--- config.mk ---
export PLATFORM = sky130hd
export DESIGN_NAME = avalon_mm_host
export DESIGN_NICKNAME = d
export VERILOG_FILES = /design/src/rtl/avalon_mm_host.sv
export SDC_FILE = /design/constraint.sdc
export NUM_CORES = 1
export LEC_CHECK = 0
export CAP_MARGIN = 20
export CORE_MARGIN = 2
export CORE_UTILIZATION = 47
export DETAILED_ROUTE_END_ITERATION = 7
export HOLD_SLACK_MARGIN = 0.12
export PLACE_DENSITY = 0.85
export SLEW_MARGIN = 0
export SYNTH_ARGS = -nofsm -noshare
export SYNTH_HDL_FRONTEND = slang
export SYNTH_SLANG_ARGS = --single-unit
export TNS_END_PERCENT = 1
--- constraint.sdc ---
create_clock -name clk -period 7.4 [get_ports clk]
set_clock_uncertainty 0.05 [all_clocks]
set_input_delay 1.85 -clock clk [delete_from_list [all_inputs] [get_ports clk]]
set_output_delay 1.85 -clock clk [all_outputs]
set_load 0.03 [all_outputs]
--- src/rtl/avalon_mm_host.sv ---
// avalon_mm_host: turns a valid/ready command stream into Avalon-MM
// transfers with pipelined reads, a bounded outstanding count and a read timeout.
module avalon_mm_host #(
    parameter int ADDR_W      = 32,
    parameter int DATA_W      = 8,
    parameter int BE_W        = 4,
    parameter int MAX_PENDING = 4,
    parameter int TIMEOUT     = 1024
) (
    input  logic              clk,
    input  logic              reset,
    input  logic              cmd_valid,
    output logic              cmd_ready,
    input  logic              cmd_write,
    input  logic [ADDR_W-1:0] cmd_address,
    input  logic [DATA_W-1:0] cmd_wdata,
    input  logic [BE_W-1:0]   cmd_byteenable,
    output logic              rsp_valid,
    output logic [DATA_W-1:0] rsp_data,
    output logic [3:0]        pending_count,
    output logic              timeout_err,
    input  logic              err_clear,
    output logic              chipselect,
    output logic              read_n,
    output logic              write_n,
    output logic              beginTransfer,
    output logic [ADDR_W-1:0] address,
    output logic [DATA_W-1:0] writeData,
    output logic [BE_W-1:0]   byteEnable_n,
    input  logic [DATA_W-1:0] readData,
    input  logic              readdatavalid,
    input  logic              waitrequest
);

    localparam int TW = $clog2(TIMEOUT + 1);

    typedef enum logic {
        IDLE,
        XFER
    } state_t;

    state_t state;
    state_t state_nx;

    logic              chipselect_nx;
    logic              read_n_nx;
    logic              write_n_nx;
    logic              begin_nx;
    logic [ADDR_W-1:0] address_nx;
    logic [DATA_W-1:0] wdata_nx;
    logic [BE_W-1:0]   be_n_nx;

    logic          slot_free;
    logic          rd_on_bus;
    logic          rd_done;
    logic          rdv_take;
    logic          read_ok;
    logic          accept;
    logic [4:0]    rd_load;
    logic [TW-1:0] tmo_cnt;

    // A read on the bus that completes this cycle already occupies a slot.
    assign rd_on_bus = (state == XFER) && !read_n;
    assign rd_done   = rd_on_bus && !waitrequest;
    assign rdv_take  = readdatavalid && (pending_count != 4'd0);
    assign rd_load   = {1'b0, pending_count} + {4'd0, rd_on_bus};
    assign read_ok   = rd_load < 5'(MAX_PENDING);
    assign slot_free = (state == IDLE) || !waitrequest;
    assign cmd_ready = !reset && slot_free && (cmd_write || read_ok);
    assign accept    = cmd_valid && cmd_ready;

    always_comb begin
        state_nx      = state;
        chipselect_nx = chipselect;
        read_n_nx     = read_n;
        write_n_nx    = write_n;
        begin_nx      = 1'b0;
        address_nx    = address;
        wdata_nx      = writeData;
        be_n_nx       = byteEnable_n;
        unique case (state)
            IDLE: begin
                if (accept) begin
                    state_nx = XFER;
                end
            end
            XFER: begin
                if (!waitrequest && !accept) begin
                    state_nx = IDLE;
                end
            end
            default: state_nx = IDLE;
        endcase
        if (accept) begin
            chipselect_nx = 1'b1;
            read_n_nx     = cmd_write;
            write_n_nx    = !cmd_write;
            begin_nx      = 1'b1;
            address_nx    = cmd_address;
            wdata_nx      = cmd_wdata;
            be_n_nx       = ~cmd_byteenable;
        end else if ((state == XFER) && !waitrequest) begin
            chipselect_nx = 1'b0;
            read_n_nx     = 1'b1;
            write_n_nx    = 1'b1;
            be_n_nx       = '1;
        end
    end

    always_ff @(posedge clk or posedge reset) begin
        if (reset) begin
            state         <= IDLE;
            chipselect    <= 1'b0;
            read_n        <= 1'b1;
            write_n       <= 1'b1;
            beginTransfer <= 1'b0;
            address       <= '0;
            writeData     <= '0;
            byteEnable_n  <= '1;
        end else begin
            state         <= state_nx;
            chipselect    <= chipselect_nx;
            read_n        <= read_n_nx;
            write_n       <= write_n_nx;
            beginTransfer <= begin_nx;
            address       <= address_nx;
            writeData     <= wdata_nx;
            byteEnable_n  <= be_n_nx;
        end
    end

    always_ff @(posedge clk or posedge reset) begin
        if (reset) begin
            pending_count <= 4'd0;
        end else if (rd_done && !rdv_take) begin
            pending_count <= pending_count + 4'd1;
        end else if (!rd_done && rdv_take) begin
            pending_count <= pending_count - 4'd1;
        end
    end

    always_ff @(posedge clk or posedge reset) begin
        if (reset) begin
            rsp_valid <= 1'b0;
            rsp_data  <= '0;
        end else begin
            rsp_valid <= rdv_take;
            if (rdv_take) begin
                rsp_data <= readData;
            end
        end
    end

    // Counter saturates at TIMEOUT; the flag stays set until err_clear.
    always_ff @(posedge clk or posedge reset) begin
        if (reset) begin
            tmo_cnt     <= '0;
            timeout_err <= 1'b0;
        end else if (err_clear) begin
            tmo_cnt     <= '0;
            timeout_err <= 1'b0;
        end else if ((pending_count == 4'd0) || rdv_take) begin
            tmo_cnt <= '0;
        end else if (tmo_cnt != TW'(TIMEOUT)) begin
            tmo_cnt <= tmo_cnt + TW'(1);
            if (tmo_cnt == TW'(TIMEOUT - 1)) begin
                timeout_err <= 1'b1;
            end
        end
    end

endmodule

* Yosys cells after proc, flatten, opt, wreduce, memory -nomap -nowiden
Cells that the tools add are included.
** Word-level totals
- Register bits after elaboration :: 74
- Input bits :: 59
- Output and inout bits :: 63
- Logic and storage cells :: 70
** Operators by class
- Add/subtract/negate cells :: 4
- Magnitude comparators :: 1
- Equality and inequality tests :: 3
- Multiplexer cells :: 19
- Bitwise gates (word level) :: 2
- Reductions and logical operators :: 28
** Operators by type and width (count)
- 2-to-1 mux 11 bit :: 3
- 2-to-1 mux 4 bit :: 4
- adder 11 x 1 -> 11 bit (second input constant) :: 1
- == test 11 x 10 -> 1 bit (second input constant) :: 1
- 2-to-1 mux 1 bit :: 11
- != test 11 bit (second input constant) :: 1
- logical AND 1 bit :: 10
- nonzero test 2 bit :: 4
- logical NOT 1 bit :: 7
- adder 4 x 1 -> 5 bit :: 1
- < comparator 5 x 3 -> 1 bit (second input constant) :: 1
- adder 4 x 1 -> 4 bit (second input constant) :: 1
- logical NOT 4 bit :: 1
- NOT 4 bit :: 1
- nonzero test 4 bit :: 1
- subtractor 4 x 1 -> 4 bit (second input constant) :: 1
- logical OR 1 bit :: 3
- AND reduction 3 bit :: 1
- nonzero test 3 bit :: 1
- != test 2 bit (second input constant) :: 1
- case mux 1 bit (2 select lines) :: 1
- NOT 1 bit :: 1

* Logic depth before layout (Yosys ltp)
- Depth in word-level cells :: 11
- Mapped depth :: 10
- Mapped depth without buffers :: 9

* Worst setup path before layout
Ideal clock, no wire load.
- Path kind :: in2out
- From :: in waitrequest
- To :: out cmd_ready
- Arrival :: 2336 ps
- Data required time :: 5500 ps
- Slack :: 3164 ps
- Stages :: 2
- Path buffers :: 0
- Path through :: a21oi_1 -> and2b_1
** On the way
- Longest elaborated chain between the ends :: 4
** RTL lines
- start: declaration :: RTL line 32 : input logic waitrequest
- logical NOT 1 bit :: RTL line 68 : assign slot_free = (state == IDLE) || !waitrequest;
- logical OR 1 bit :: RTL line 68
- logical AND 1 bit (2 in a row) :: RTL line 69 : assign cmd_ready = !reset && slot_free && (cmd_write || read_ok);
- end: declaration :: RTL line 13 : output logic cmd_ready,
No other way between the ends.

* Worst setup path in the final report
Ends and elaborated chain as after synthesis.

==> flow_summary.yaml <==
synthesis:
  synthDominantCellAreaShare: 0.534
  synth-seq-area-share: 0.584
  ys_types: 35
  synth_nets: 294
  syn-instance-count: 229
  yosys_reg_bits: 74
  ys_warn_count: 0
  synthMostInstantiatedCell: "sky130_fd_sc_hd__dfrtp_1"
  async_reset_ff_frac: 1.00
  post_synth_top_flop: "sky130_fd_sc_hd__dfrtp_1"
  synth-edff-count: 0
  top_cell_type_by_total_area_after_synthesis: "sky130_fd_sc_hd__dfrtp_1"
  synthesis.area_per_instance_um2: 13.9
  most_frequent_cells_after_synthesis: "sky130_fd_sc_hd__dfrtp_1, sky130_fd_sc_hd__mux2_2, sky130_fd_sc_hd__mux2_4, sky130_fd_sc_hd__nor2_1"
  ys_top_cells_by_area: "sky130_fd_sc_hd__dfrtp_1, sky130_fd_sc_hd__mux2_4, sky130_fd_sc_hd__mux2_2, sky130_fd_sc_hd__dfstp_2, sky130_fd_sc_hd__nor2_1"
  synth.cell_area_um2: 3180
sta:
  max_slew.worst_pin.slew_ns: 0.927
  setup-violations-final: 0
  maxClockFrequency_mhz: 190
  timing.final.crit_share: 0.710
  max_slew_vio_count: 0
  period_needed_ns: 5.26
  worst_slew_margin_rel: 0.382
  final.setup.tns_ns: 0
  hold_viol_final: 0
  grt_setup_unrepaired: "false"
  worst_slack_ns: 2.14
  hold-worst-slack_ns: 0.446
critical_path:
  critPathRequiredTime_ns: 5.50
  path_max_fanout: 4
  timing.critical_path.to_type: "primary output"
  critical_path.startpoint_type: "primary input"
  category_of_the_critical_setup_timing_path: "primary input to primary output"
  cp_data_arrival_time_ns: 3.36
route:
  num_vias: 2228
  wl_per_cell_um: 16.3
  vias_per_cell: 5.10
  route.antenna.remaining_nets: 0
  firstDrtPassIters: 4
  wirelength_um: 7140
  drt-initial-drc-count: 99
  remaining_drc_errors: 0
clock_network:
  root_buffer: "sky130_fd_sc_hd__clkbuf_8"
  cts.hold.buffers_added: 0
  worstSkewPairLatency_ns: 0.34
  postCtsSetupRepairBufs: 0
  cts.repair.resized: 0
  cts-buffers-inserted: 9
  clock-sinks: 74
  clock_tree.buffer_depth: 2
  cts-htree-levels: 3
  clkSlewWorstSetupHoldPaths_ns: 0.08
  tritoncts: "built"
final_layout:
  finalCoreUtilization: 0.724
  post-route-cell-area_um2: 4680
  n_antenna_cell: 0
  multi_input_comb_area_um2: 1250
  finish.cell_count_without_fillers: 437
  seq_area_um2: 1860
  final_layout_size_suffix_gt1_frac: 0.211
  nFillCells: 462
  areaGrowthSynthToFinish_pct: 46.9
  final_net_count: 420
placement:
  post_detail_place_hpwl_um: 5020
  post-place-ws_ns: 2.14
  port_buffers: 121
  detailed_place.area_um2: 4450
  number_of_cells_in_the_design_after_placement: 421
  place.gp.congestion: 0.809
power_and_ir_drop:
  design_power_total_mw: 1.88
  cellPowerDensity_nw_per_um2: 402
  vdd_ir_drop_max_uv: 264
  leakagePower_nw: 1.96
floorplanning:
  die-width_um: 86.3
  fp_rows: 29
  core_outline_area_um2: 6460
  dieHeight_um: 86.3
  die-area_um2: 7450
  boundaryPins: 122
  initial_core_util: 0.493
global_route:
  grt_start_max_net_pins: 75
  grt_overflow_total: 0
  grt_util_all_layers: 0.203
  first_global_vias: 2340
  grt_first_pass_wirelength_um: 11600
  antenna_violations_before_repair: 0
hold_path:
  worst_hold_path_class: "flip-flop to flip-flop"
run_status:
  outcome: "finished clean"
run:
  max_cap_viol_count: 0
## layer usage
layer	part of all wire	up-vias	global-route usage	wire length [µm]
met5	0	-	0	0
met4	0.021	0	0.0866	147
met3	0.089	14	0.0819	637
met2	0.48	92	0.323	3450
met1	0.41	1083	0.245	2910
li1	-	1039	-	-
## cell type report
cell class / instances / share of cell area
multi-input combinational: 141 / 0.266
clock inverter: 6 / 0.0190
tap: 77 / 0.0206
inverter: 6 / 0.00482
clock buffer: 10 / 0.0294
timing repair buffer: 123 / 0.262
sequential: 74 / 0.398
## final timing paths
check	start	end	slack (ns)	cells after the start
worst min register to register	chipselect$_DFFE_PP0P_	chipselect$_DFFE_PP0P_	0.45	1
worst max-delay path	waitrequest	cmd_ready	2.14	4
min in group asynchronous	reset	state$_DFF_PP0_	2.09	3
worst min-delay path	chipselect$_DFFE_PP0P_	chipselect$_DFFE_PP0P_	0.45	1
max in group asynchronous	reset	rsp_data[4]$_DFFE_PP0P_	4.60	3
worst max register to register	pending_count[0]$_DFFE_PP0P_	pending_count[3]$_DFFE_PP0P_	4.12	9
## critical path, stage by stage
cell,delay (ns)
sky130_fd_sc_hd__clkdlybuf4s50_1,0.45
sky130_fd_sc_hd__a21oi_1,0.23
sky130_fd_sc_hd__and2b_1,0.15
sky130_fd_sc_hd__clkdlybuf4s50_1,0.67
## report_power, final
part | internal, mW | leakage, nW | total [mW] | switching (mW)
Sequential | 0.552 | 0.891 | 0.644 | 0.0921
Clock | 0.200 | 0.109 | 0.353 | 0.154
Combinational | 0.424 | 0.959 | 0.884 | 0.459
## cell usage in the layout (no fill, tap or decap), types with 2 or more instances in the layout
| cell type | Yosys | layout |
|---|---|---|
| sky130_fd_sc_hd__mux2_4 | 23 | 23 |
| sky130_fd_sc_hd__xnor2_1 | 9 | 9 |
| sky130_fd_sc_hd__nand3_1 | 4 | 4 |
| sky130_fd_sc_hd__clkdlybuf4s50_1 | 0 | 121 |
| sky130_fd_sc_hd__ha_1 | 5 | 5 |
| sky130_fd_sc_hd__a21o_1 | 3 | 3 |
| sky130_fd_sc_hd__mux2_2 | 26 | 26 |
| sky130_fd_sc_hd__nor2_1 | 23 | 22 |
| sky130_fd_sc_hd__nand2b_1 | 4 | 4 |
| sky130_fd_sc_hd__nand2_1 | 9 | 9 |
| sky130_fd_sc_hd__clkbuf_8 | 0 | 10 |
| sky130_fd_sc_hd__dfstp_2 | 6 | 6 |
| sky130_fd_sc_hd__nor4_1 | 5 | 5 |
| sky130_fd_sc_hd__clkinvlp_4 | 0 | 2 |
| sky130_fd_sc_hd__mux2i_1 | 5 | 5 |
| sky130_fd_sc_hd__nor3_1 | 3 | 3 |
| sky130_fd_sc_hd__o21ai_0 | 2 | 2 |
| sky130_fd_sc_hd__buf_4 | 0 | 2 |
| sky130_fd_sc_hd__bufinv_16 | 0 | 2 |
| sky130_fd_sc_hd__a21oi_1 | 3 | 3 |
| sky130_fd_sc_hd__dfrtp_1 | 68 | 68 |
| sky130_fd_sc_hd__inv_1 | 6 | 5 |
| sky130_fd_sc_hd__nand4b_1 | 2 | 2 |
| sky130_fd_sc_hd__xor2_1 | 2 | 2 |
## cells by family (layout without fill, tap and decap cells)
kind of cell	after synthesis	in the layout	synth area share
flip-flops	74	74	0.584
AND/OR/NAND/NOR	55	55	0.0833
multiplexers	54	54	0.216
AO/OA/AOI/OAI	15	15	0.0334
buffers and inverters	14	145	0.0271
XOR/XNOR	11	11	0.0303
adder cells (fa/ha/maj)	6	6	0.0259
## sequential cells by signal, summed over array words and instances (netlist names)
| signal | flops |
|---|---|
| address | 32 |
| state | 1 |
| timeout_err | 1 |
| read_n | 1 |
| rsp_valid | 1 |
| write_n | 1 |
| chipselect | 1 |
| tmo_cnt | 11 |
| byteEnable_n | 4 |
| beginTransfer | 1 |
| pending_count | 4 |
| rsp_data | 8 |
| writeData | 8 |
No activity file was read; power rests on OpenSTA's default activity.
